### config.mk
export PLATFORM = sky130hd
export DESIGN_NAME = palette_sequencer
export DESIGN_NICKNAME = d
export VERILOG_FILES = /design/src/rtl/palette_sequencer_pkg.sv /design/src/rtl/palette_sequencer_auto_cycle_timer.sv /design/src/rtl/palette_sequencer.sv
export SDC_FILE = /design/constraint.sdc
export NUM_CORES = 1
export LEC_CHECK = 0
export BUFFER_PORTS_ARGS = -buffer_cell sky130_fd_sc_hd__buf_2
export CORE_ASPECT_RATIO = 1.75
export CORE_MARGIN = 3
export CORE_UTILIZATION = 45
export DETAILED_ROUTE_END_ITERATION = 8
export PLACE_DENSITY = 0.62
export SYNTH_ARGS = -nofsm -noshare
export SYNTH_HDL_FRONTEND = slang
export SYNTH_SLANG_ARGS = --single-unit
### constraint.sdc
create_clock -name clk -period 4 [get_ports clk]
set_input_delay 0.8 -clock clk [delete_from_list [all_inputs] [get_ports clk]]
set_output_delay 0.8 -clock clk [all_outputs]
set_load 0.03 [all_outputs]
### src/rtl/palette_sequencer_pkg.sv
// Shared definitions for the palette sequencer: palette geometry, named
// colour indices, pending-counter sizing, the sequencer FSM encoding and a
// saturating add used by the pending-event counter.
package palette_sequencer_pkg;

  localparam int NUM_COLORS = 8;
  localparam int INDEX_W    = 3;
  localparam int CNT_MAX    = 7;
  localparam int CNT_W      = 3;
  localparam int TIMER_W    = 10;

  // Colour name to palette index.
  localparam logic [INDEX_W-1:0] CYAN   = 3'd0;
  localparam logic [INDEX_W-1:0] PINK   = 3'd1;
  localparam logic [INDEX_W-1:0] GREEN  = 3'd2;
  localparam logic [INDEX_W-1:0] ORANGE = 3'd3;
  localparam logic [INDEX_W-1:0] PURPLE = 3'd4;
  localparam logic [INDEX_W-1:0] YELLOW = 3'd5;
  localparam logic [INDEX_W-1:0] RED    = 3'd6;
  localparam logic [INDEX_W-1:0] WHITE  = 3'd7;

  typedef enum logic [1:0] {
    IDLE   = 2'd0,
    ARMED  = 2'd1,
    COMMIT = 2'd2
  } seq_state_e;

  // Add 0..3 new events to the pending count, clamping at CNT_MAX.
  function automatic logic [CNT_W-1:0] sat_add(input logic [CNT_W-1:0] cnt,
                                               input logic [1:0]       inc);
    logic [CNT_W:0] sum;
    sum = {1'b0, cnt} + {{(CNT_W-1){1'b0}}, inc};
    if (sum > (CNT_W+1)'(CNT_MAX)) begin
      return CNT_W'(CNT_MAX);
    end else begin
      return sum[CNT_W-1:0];
    end
  endfunction

endpackage

### src/rtl/palette_sequencer_auto_cycle_timer.sv
// Auto-cycle frame timer. Counts frame_start pulses while auto_en is high and
// raises auto_tick on every AUTO_FRAMES-th pulse (the pulse that finds the
// counter at AUTO_FRAMES-1, which then wraps to 0).
// Ports:
//   clk, rst     clock, synchronous active-high reset
//   frame_start  one-cycle frame boundary pulse
//   auto_en      level enable; low clears the counter
//   auto_tick    combinational one-cycle tick, coincident with frame_start
module auto_cycle_timer
  import palette_sequencer_pkg::*;
#(
  parameter int AUTO_FRAMES = 120
) (
  input  logic clk,
  input  logic rst,
  input  logic frame_start,
  input  logic auto_en,
  output logic auto_tick
);

  localparam logic [TIMER_W-1:0] LAST = TIMER_W'(AUTO_FRAMES - 1);

  logic [TIMER_W-1:0] frame_cnt_r;

  // Frame counter; disabled timer restarts from zero.
  always_ff @(posedge clk) begin
    if (rst) begin
      frame_cnt_r <= 10'd0;
    end else if (!auto_en) begin
      frame_cnt_r <= 10'd0;
    end else if (frame_start) begin
      frame_cnt_r <= (frame_cnt_r == LAST) ? 10'd0 : frame_cnt_r + 10'd1;
    end else begin
      frame_cnt_r <= frame_cnt_r;
    end
  end

  assign auto_tick = auto_en && frame_start && (frame_cnt_r == LAST);

endmodule

### src/rtl/palette_sequencer.sv
// Palette sequencer: collects colour-change events (bounce, button, auto
// timer), accumulates them in a saturating pending counter and commits the
// accumulated step to the colour index only at frame boundaries.
// Ports:
//   clk, rst     pixel clock, synchronous active-high reset
//   frame_start  one-cycle pulse at start of vertical blanking
//   bounce       one-cycle pulse on any edge hit
//   btn_next     one-cycle debounced button pulse
//   auto_en      enables the auto-cycle timer
//   freeze       holds the colour, discards and clears pending events
//   color_index  registered palette index
//   changed      one-cycle pulse when color_index takes a new value
//   pending      high while the pending count is nonzero
module palette_sequencer
  import palette_sequencer_pkg::*;
#(
  parameter int AUTO_FRAMES = 120
) (
  input  logic               clk,
  input  logic               rst,
  input  logic               frame_start,
  input  logic               bounce,
  input  logic               btn_next,
  input  logic               auto_en,
  input  logic               freeze,
  output logic [INDEX_W-1:0] color_index,
  output logic               changed,
  output logic               pending
);

  seq_state_e         state_r, state_s;
  logic [CNT_W-1:0]   count_r, count_s;
  logic [CNT_W-1:0]   step_r;
  logic [INDEX_W-1:0] color_index_r;
  logic               changed_r;
  logic               auto_tick_s;
  logic [1:0]         event_sum_s;
  logic               capture_s;

  auto_cycle_timer #(
    .AUTO_FRAMES (AUTO_FRAMES)
  ) u_timer (
    .clk         (clk),
    .rst         (rst),
    .frame_start (frame_start),
    .auto_en     (auto_en),
    .auto_tick   (auto_tick_s)
  );

  // Events this cycle; freeze discards them all.
  assign event_sum_s = freeze ? 2'd0
                              : ({1'b0, bounce} + {1'b0, btn_next} + {1'b0, auto_tick_s});

  // A frame boundary in ARMED snapshots the count; the coincident events
  // are not part of the snapshot and instead reload the counter.
  assign capture_s = (state_r == ARMED) && frame_start && !freeze;

  // Next pending count and next FSM state.
  always_comb begin
    state_s = state_r;
    count_s = count_r;
    if (freeze) begin
      count_s = 3'd0;
    end else if (capture_s) begin
      count_s = {1'b0, event_sum_s};
    end else begin
      count_s = sat_add(count_r, event_sum_s);
    end

    case (state_r)
      IDLE: begin
        if (count_s != 3'd0) begin
          state_s = ARMED;
        end else begin
          state_s = IDLE;
        end
      end
      ARMED: begin
        if (capture_s) begin
          state_s = COMMIT;
        end else if (count_s == 3'd0) begin
          state_s = IDLE;
        end else begin
          state_s = ARMED;
        end
      end
      COMMIT: begin
        if (count_s != 3'd0) begin
          state_s = ARMED;
        end else begin
          state_s = IDLE;
        end
      end
      default: begin
        state_s = IDLE;
      end
    endcase
  end

  // State, counter, step capture and registered colour outputs.
  always_ff @(posedge clk) begin
    if (rst) begin
      state_r       <= IDLE;
      count_r       <= 3'd0;
      step_r        <= 3'd0;
      color_index_r <= CYAN;
      changed_r     <= 1'b0;
    end else begin
      state_r <= state_s;
      count_r <= count_s;
      step_r  <= capture_s ? count_r : step_r;
      // A freeze raised during the commit cycle still holds the colour.
      if ((state_r == COMMIT) && !freeze) begin
        color_index_r <= color_index_r + INDEX_W'(step_r);
        changed_r     <= 1'b1;
      end else begin
        color_index_r <= color_index_r;
        changed_r     <= 1'b0;
      end
    end
  end

  assign color_index = color_index_r;
  assign changed     = changed_r;
  assign pending     = (count_r != 3'd0);

endmodule

### After elaboration in Yosys (flattened, before gate mapping)

Index checks and enable logic that the tools add are counted.

| word-level totals | value |
|---|---|
| register bits after elaboration | 22 |
| latch bits | 0 |
| memory bits (writable) | 0 |
| memory bits (read-only) | 0 |
| bits of input ports | 7 |
| output and inout bits | 5 |
| logic and storage cells | 38 |
| memories kept | 0 |

| cells by class | value |
|---|---|
| add/sub/neg operators | 5 |
| multipliers | 0 |
| div/mod/pow operators | 0 |
| magnitude comparators | 1 |
| eq/ne operators | 3 |
| shift operators | 0 |
| muxes and demuxes | 10 |
| bitwise gates (word level) | 1 |
| reductions and logical operators | 12 |

Operator list:

| cell | number |
|---|---|
| $add 10x1->10 const B | 1 |
| $eq 10x7->1 const B | 1 |
| $mux 10 | 1 |
| $mux 3 | 3 |
| $reduce_bool 3->1 | 2 |
| $logic_and 1x1->1 | 5 |
| $add 3x2->4 | 1 |
| $gt 4x3->1 const B | 1 |
| $mux 2 | 2 |
| $pmux 2 s2 | 1 |
| $reduce_or 2->1 | 2 |
| $add 3x3->3 | 1 |
| $logic_not 3->1 | 1 |
| $mux 1 | 3 |
| $add 1x1->2 | 1 |
| $add 2x1->2 | 1 |
| $eq 2x1->1 const B | 1 |
| $eq 2x2->1 const B | 1 |
| $logic_not 2->1 | 1 |
| $logic_not 1->1 | 1 |
| $not 1->1 | 1 |

### Longest topological paths before layout

| logic depth | value |
|---|---|
| depth after elaboration | 13 |
| depth in mapped cells | 12 |
| depth with buffers taken out | 12 |

### By module

A second synthesis with hierarchy kept.

| unflattened totals | value |
|---|---|
| cell total of the unflattened synthesis | 130 |
| area total of the unflattened synthesis | 1219.9 um2 |

Modules (own cells, without submodules):

| module | times used | cells each | area each (um2) | sequential area each (um2) |
|---|---|---|---|---|
| palette_sequencer | 1 | 69 | 666.9 | 240.2 |
| auto_cycle_timer | 1 | 61 | 553.0 | 200.2 |

### Worst setup path before layout

No wires, ideal clock.

| timing path | value |
|---|---|
| kind | input -> register |
| from | input frame_start |
| to | register state_r[0] |
| arrival | 3260 ps |
| data required time | 3940 ps |
| setup slack | 680 ps |
| stages on the path | 12 |
| path buffers | 1 |
| path through | buf_2 > nand3_1 > nor4_2 > and2_2 > fa_1 > nor2b_1 > ha_1 > inv_1 > fa_1 > nor2b_1 > a2111oi_0 > o311a_1 |

| between the ends | value |
|---|---|
| longest elaborated chain between the ends | 13 |
| elaborated cells on any way between the ends | 17 |
| those cells by class | 2 x add/sub; 1 x order compare; 8 x mux; 6 x reduce/logical |

Ends and longest elaborated chain:

| what | RTL line | text |
|---|---|---|
| from (decl) | palette_sequencer.sv:21 | `input logic frame_start,` |
| $logic_and 1x1->1 (2 in series) | palette_sequencer_auto_cycle_timer.sv:38 | `assign auto_tick = auto_en && frame_start && (frame_cnt_r == LAST);` |
| $add 2x1->2 | palette_sequencer.sv:52 | `: ({1'b0, bounce} + {1'b0, btn_next} + {1'b0, auto_tick_s});` |
| $mux 2 | palette_sequencer.sv:51 | `assign event_sum_s = freeze ? 2'd0` |
| $add 3x2->4 | palette_sequencer_pkg.sv:32 | `sum = {1'b0, cnt} + {{(CNT_W-1){1'b0}}, inc};` |
| $gt 4x3->1 | palette_sequencer_pkg.sv:33 | `if (sum > (CNT_W+1)'(CNT_MAX)) begin` |
| $mux 3 | palette_sequencer_pkg.sv:33 |  |
| $mux 3 | palette_sequencer.sv:64 | `end else if (capture_s) begin` |
| $mux 3 | palette_sequencer.sv:62 | `if (freeze) begin` |
| $logic_not 3->1 | palette_sequencer.sv:81 | `end else if (count_s == 3'd0) begin` |
| $mux 1 | palette_sequencer.sv:81 |  |
| $mux 2 | palette_sequencer.sv:79 | `if (capture_s) begin` |
| $pmux 2 s2 (*) | palette_sequencer.sv:70 | `case (state_r)` |
| to (signal assigned) | palette_sequencer.sv:109 | `state_r <= state_s;` |
| to (decl) | palette_sequencer.sv:31 | `seq_state_e state_r, state_s;` |

Mark *: on every way between the ends. The rest lies on a longest branch, timed or not.
A chain may end at the register's enable or synchronous reset.

### Worst setup path after layout

Ends and elaborated chain as after synthesis.

==> results.py <==
metrics = {
    "yosys": {
        "synth-compound-area-share": 0.0693,
        "yosysTopAreaCell": "dfxtp_1",
        "yosys-top-cells-area": "dfxtp_1 (41%), nor2_1 (6.2%), xnor2_1 (5.7%), fa_1 (5.5%), ha_1 (4.6%)",
        "postSynthCellCount": 118,
        "synth-edff-count": 0,
        "synth_top_family_by_area": "simple AND/OR/NAND/NOR gates",
        "synth-adder-area-share": 0.102,
        "yosys-top-cells-count": "dfxtp_1 (22), nor2_1 (18), nand2_1 (11)",
        "async_flop_share": 0,
        "syn-num-nets": 132,
        "synthXorXnorAreaFrac": 0.0889,
        "yosysUniqueCellTypes": 32,
        "synth_area_per_cell_um2": 9.18,
        "dominantRegCellSynth": "dfxtp_1",
        "synth_mux_area_frac": 0.0185,
        "synth-simple-area-share": 0.260,
        "synth_warnings": 0,
        "ys_ff_latch": 22,
        "synth_area_um2": 1080,
        "synth_top_area_share": 0.406,
        "synth.most_common_cell": "dfxtp_1",
        "ys_seq_area_frac": 0.406,
    },
    "detailed_routing": {
        "wl_um": 1760,
        "num_vias": 777,
        "wl_per_cell_um": 11.6,
        "route.detailed.drc": 0,
        "drt-vias-per-instance": 5.11,
        "first_iter_violations": 11,
        "firstDrtPassIters": 3,
        "ant_nets": 0,
    },
    "sta": {
        "timing.final.crit_share": 0.799,
        "finalHoldViolations": 0,
        "relSlewSlack": 0.587,
        "fin_crit_ns": 3.19,
        "tns_ns": 0,
        "setup_viol": 0,
        "drv_slew": 0,
        "rsz0062_at_grt": "no",
        "max_slew.worst_pin.slew_ns": 0.619,
        "skew_ns": 0.00527,
        "fmax_mhz": 313,
    },
    "clocking": {
        "cts_num_sinks": 22,
        "cts_max_level": 1,
        "clk_latency_ns": 0.30,
        "cts_tree": "yes",
        "numCtsBuffers": 3,
        "cts-root-buf": "clkbuf_4",
        "cts_resized": 0,
        "clk_pin_slew_ns": 0.12,
        "postCtsSetupRepairBufs": 0,
        "ctsHoldBuffers": 0,
        "cts_max_path_buffers": 2,
    },
    "cells_and_area": {
        "diodes": 0,
        "syn2layout_area_growth_pct": 9.93,
        "fin_util": 0.541,
        "final_nets": 143,
        "drive_gt1_frac": 0.148,
        "final_cells": 152,
        "fin_area_um2": 1190,
    },
    "setup_path": {
        "cp-end-kind": "register",
        "cp.required_ns": 4.25,
        "crit_family": "adder cells",
        "critical_path.max_fanout": 8,
        "crit_buf_inv": 2,
        "crit_path_top_delay_cell": "fa_1",
        "start_kind": "input pin",
        "crit_path_max_incr_delay_ns": 0.49,
        "worst_ep_arrival_time_ns": 3.44,
        "path_cells": "buf_2, nand3_1, nor4_2, and2_2, fa_1, nor2b_1, ha_1, inv_1, fa_1, nor2b_1, a2111oi_0, o311a_1",
        "worstSetupPathType": "input pin to register",
    },
    "place": {
        "dpl_cell_area_um2": 1140,
        "place_inst": 148,
        "dpl.hpwl_um": 1410,
        "gp_congestion": 0.762,
        "port_buffers": 11,
    },
    "global_route": {
        "grt_max_degree": 14,
        "grtUsageTotal": 0.129,
        "grt_pass1_wl_um": 3150,
        "antenna_found_initial": 0,
        "first_global_vias": 758,
        "grt_overflow": 0,
    },
    "job": {
        "maxCapViolations": 0,
    },
    "power": {
        "p_per_area_nw_per_um2": 352,
        "leakagePower_nw": 0.439,
        "vdd_drop_max_mv": 0.249,
    },
    "floorplanning": {
        "core_um2": 2200,
        "rows": 22,
        "fp.dieW_um": 43.1,
        "die_y_um": 70.9,
        "start_util": 0.492,
        "die_area_um2": 3060,
        "io_pins": 12,
    },
    "run_status": {
        "status": "complete, no violations",
    },
    "worst_hold_path": {
        "hp-class": "register to register",
    },
}
==> power breakdown <==
group / leakage (nW) / internal [mW] / switching (mW)
clock: 0.0279 / 0.101 / 0.0645
sequential: 0.178 / 0.222 / 0.00270
combinational: 0.233 / 0.0120 / 0.0163
total: 0.439 / 0.335 / 0.0835
==> worst min-delay path: stages, from the launching register on <==
cell and delay [ns]:
dfxtp_1 0.33, nand2_1 0.05, a21oi_1 0.06
==> final cells by class <==
cell class                 instances  area [µm²]
clock inverter                     1        30.0
multi-input combinational         83         583
fill                             218        1010
timing repair buffer              11        55.1
clock buffer                       3        22.5
sequential                        22         440
tap                               24        30.0
inverter                           8        30.0
==> final timing paths <==
check | start | endpoint | slack [ns] | depth (start not counted)
max | frame_start | state_r[0] | 0.81 | 12
min | step_r[1] | step_r[1] | 0.47 | 2
max reg2reg | u_timer.frame_cnt_r[0] | state_r[0] | 0.88 | 12
min reg2reg | step_r[1] | step_r[1] | 0.47 | 2
==> cell families (layout without fill, tap and decap cells) <==
kind of cell,after synthesis,in the layout
mux,2,2
simple gates,53,53
fa+ha+maj,7,7
buf+inv,13,23
compound gates,10,10
flops,22,22
xor+xnor,11,11
==> layout by cell type, fill, tap and decap left out, types with 2 or more instances in the layout <==
cell type   n
a21oi_1     4
buf_2      11
clkbuf_4    3
dfxtp_1    22
fa_1        3
ha_1        4
inv_1       8
mux2i_1     2
nand2_1    11
nand3_1     2
nand4_1     2
nor2_1     18
nor2b_1     6
nor3_1      4
nor4_1      2
xnor2_1     7
xor2_1      4
==> metal layers <==
layer / up-vias / track usage / routed length (µm)
met5: - / 0 / 0
met4: 0 / 0.0604 / 25
met3: 2 / 0.0153 / 37
met2: 4 / 0.226 / 965
met1: 357 / 0.150 / 735
li1: 414 / - / -
==> state kept, by name, summed over array words and instances, names as in the netlist <==
register	count
step_r	3
changed	1
u_timer.frame_cnt_r	10
color_index	3
state_r	2
count_r	3
==> per-stage QoR <==
step	power (mW)	setup slack, ns	hold slack (ns)
floorplan	0.252	0.680	0.436
global placement	0.258	0.564	0.449
detailed placement	0.259	0.479	0.451
CTS	0.427	0.799	0.471
global route	0.435	0.600	0.494
finish	0.419	0.805	0.470
(Power assumes the default switching activity.)
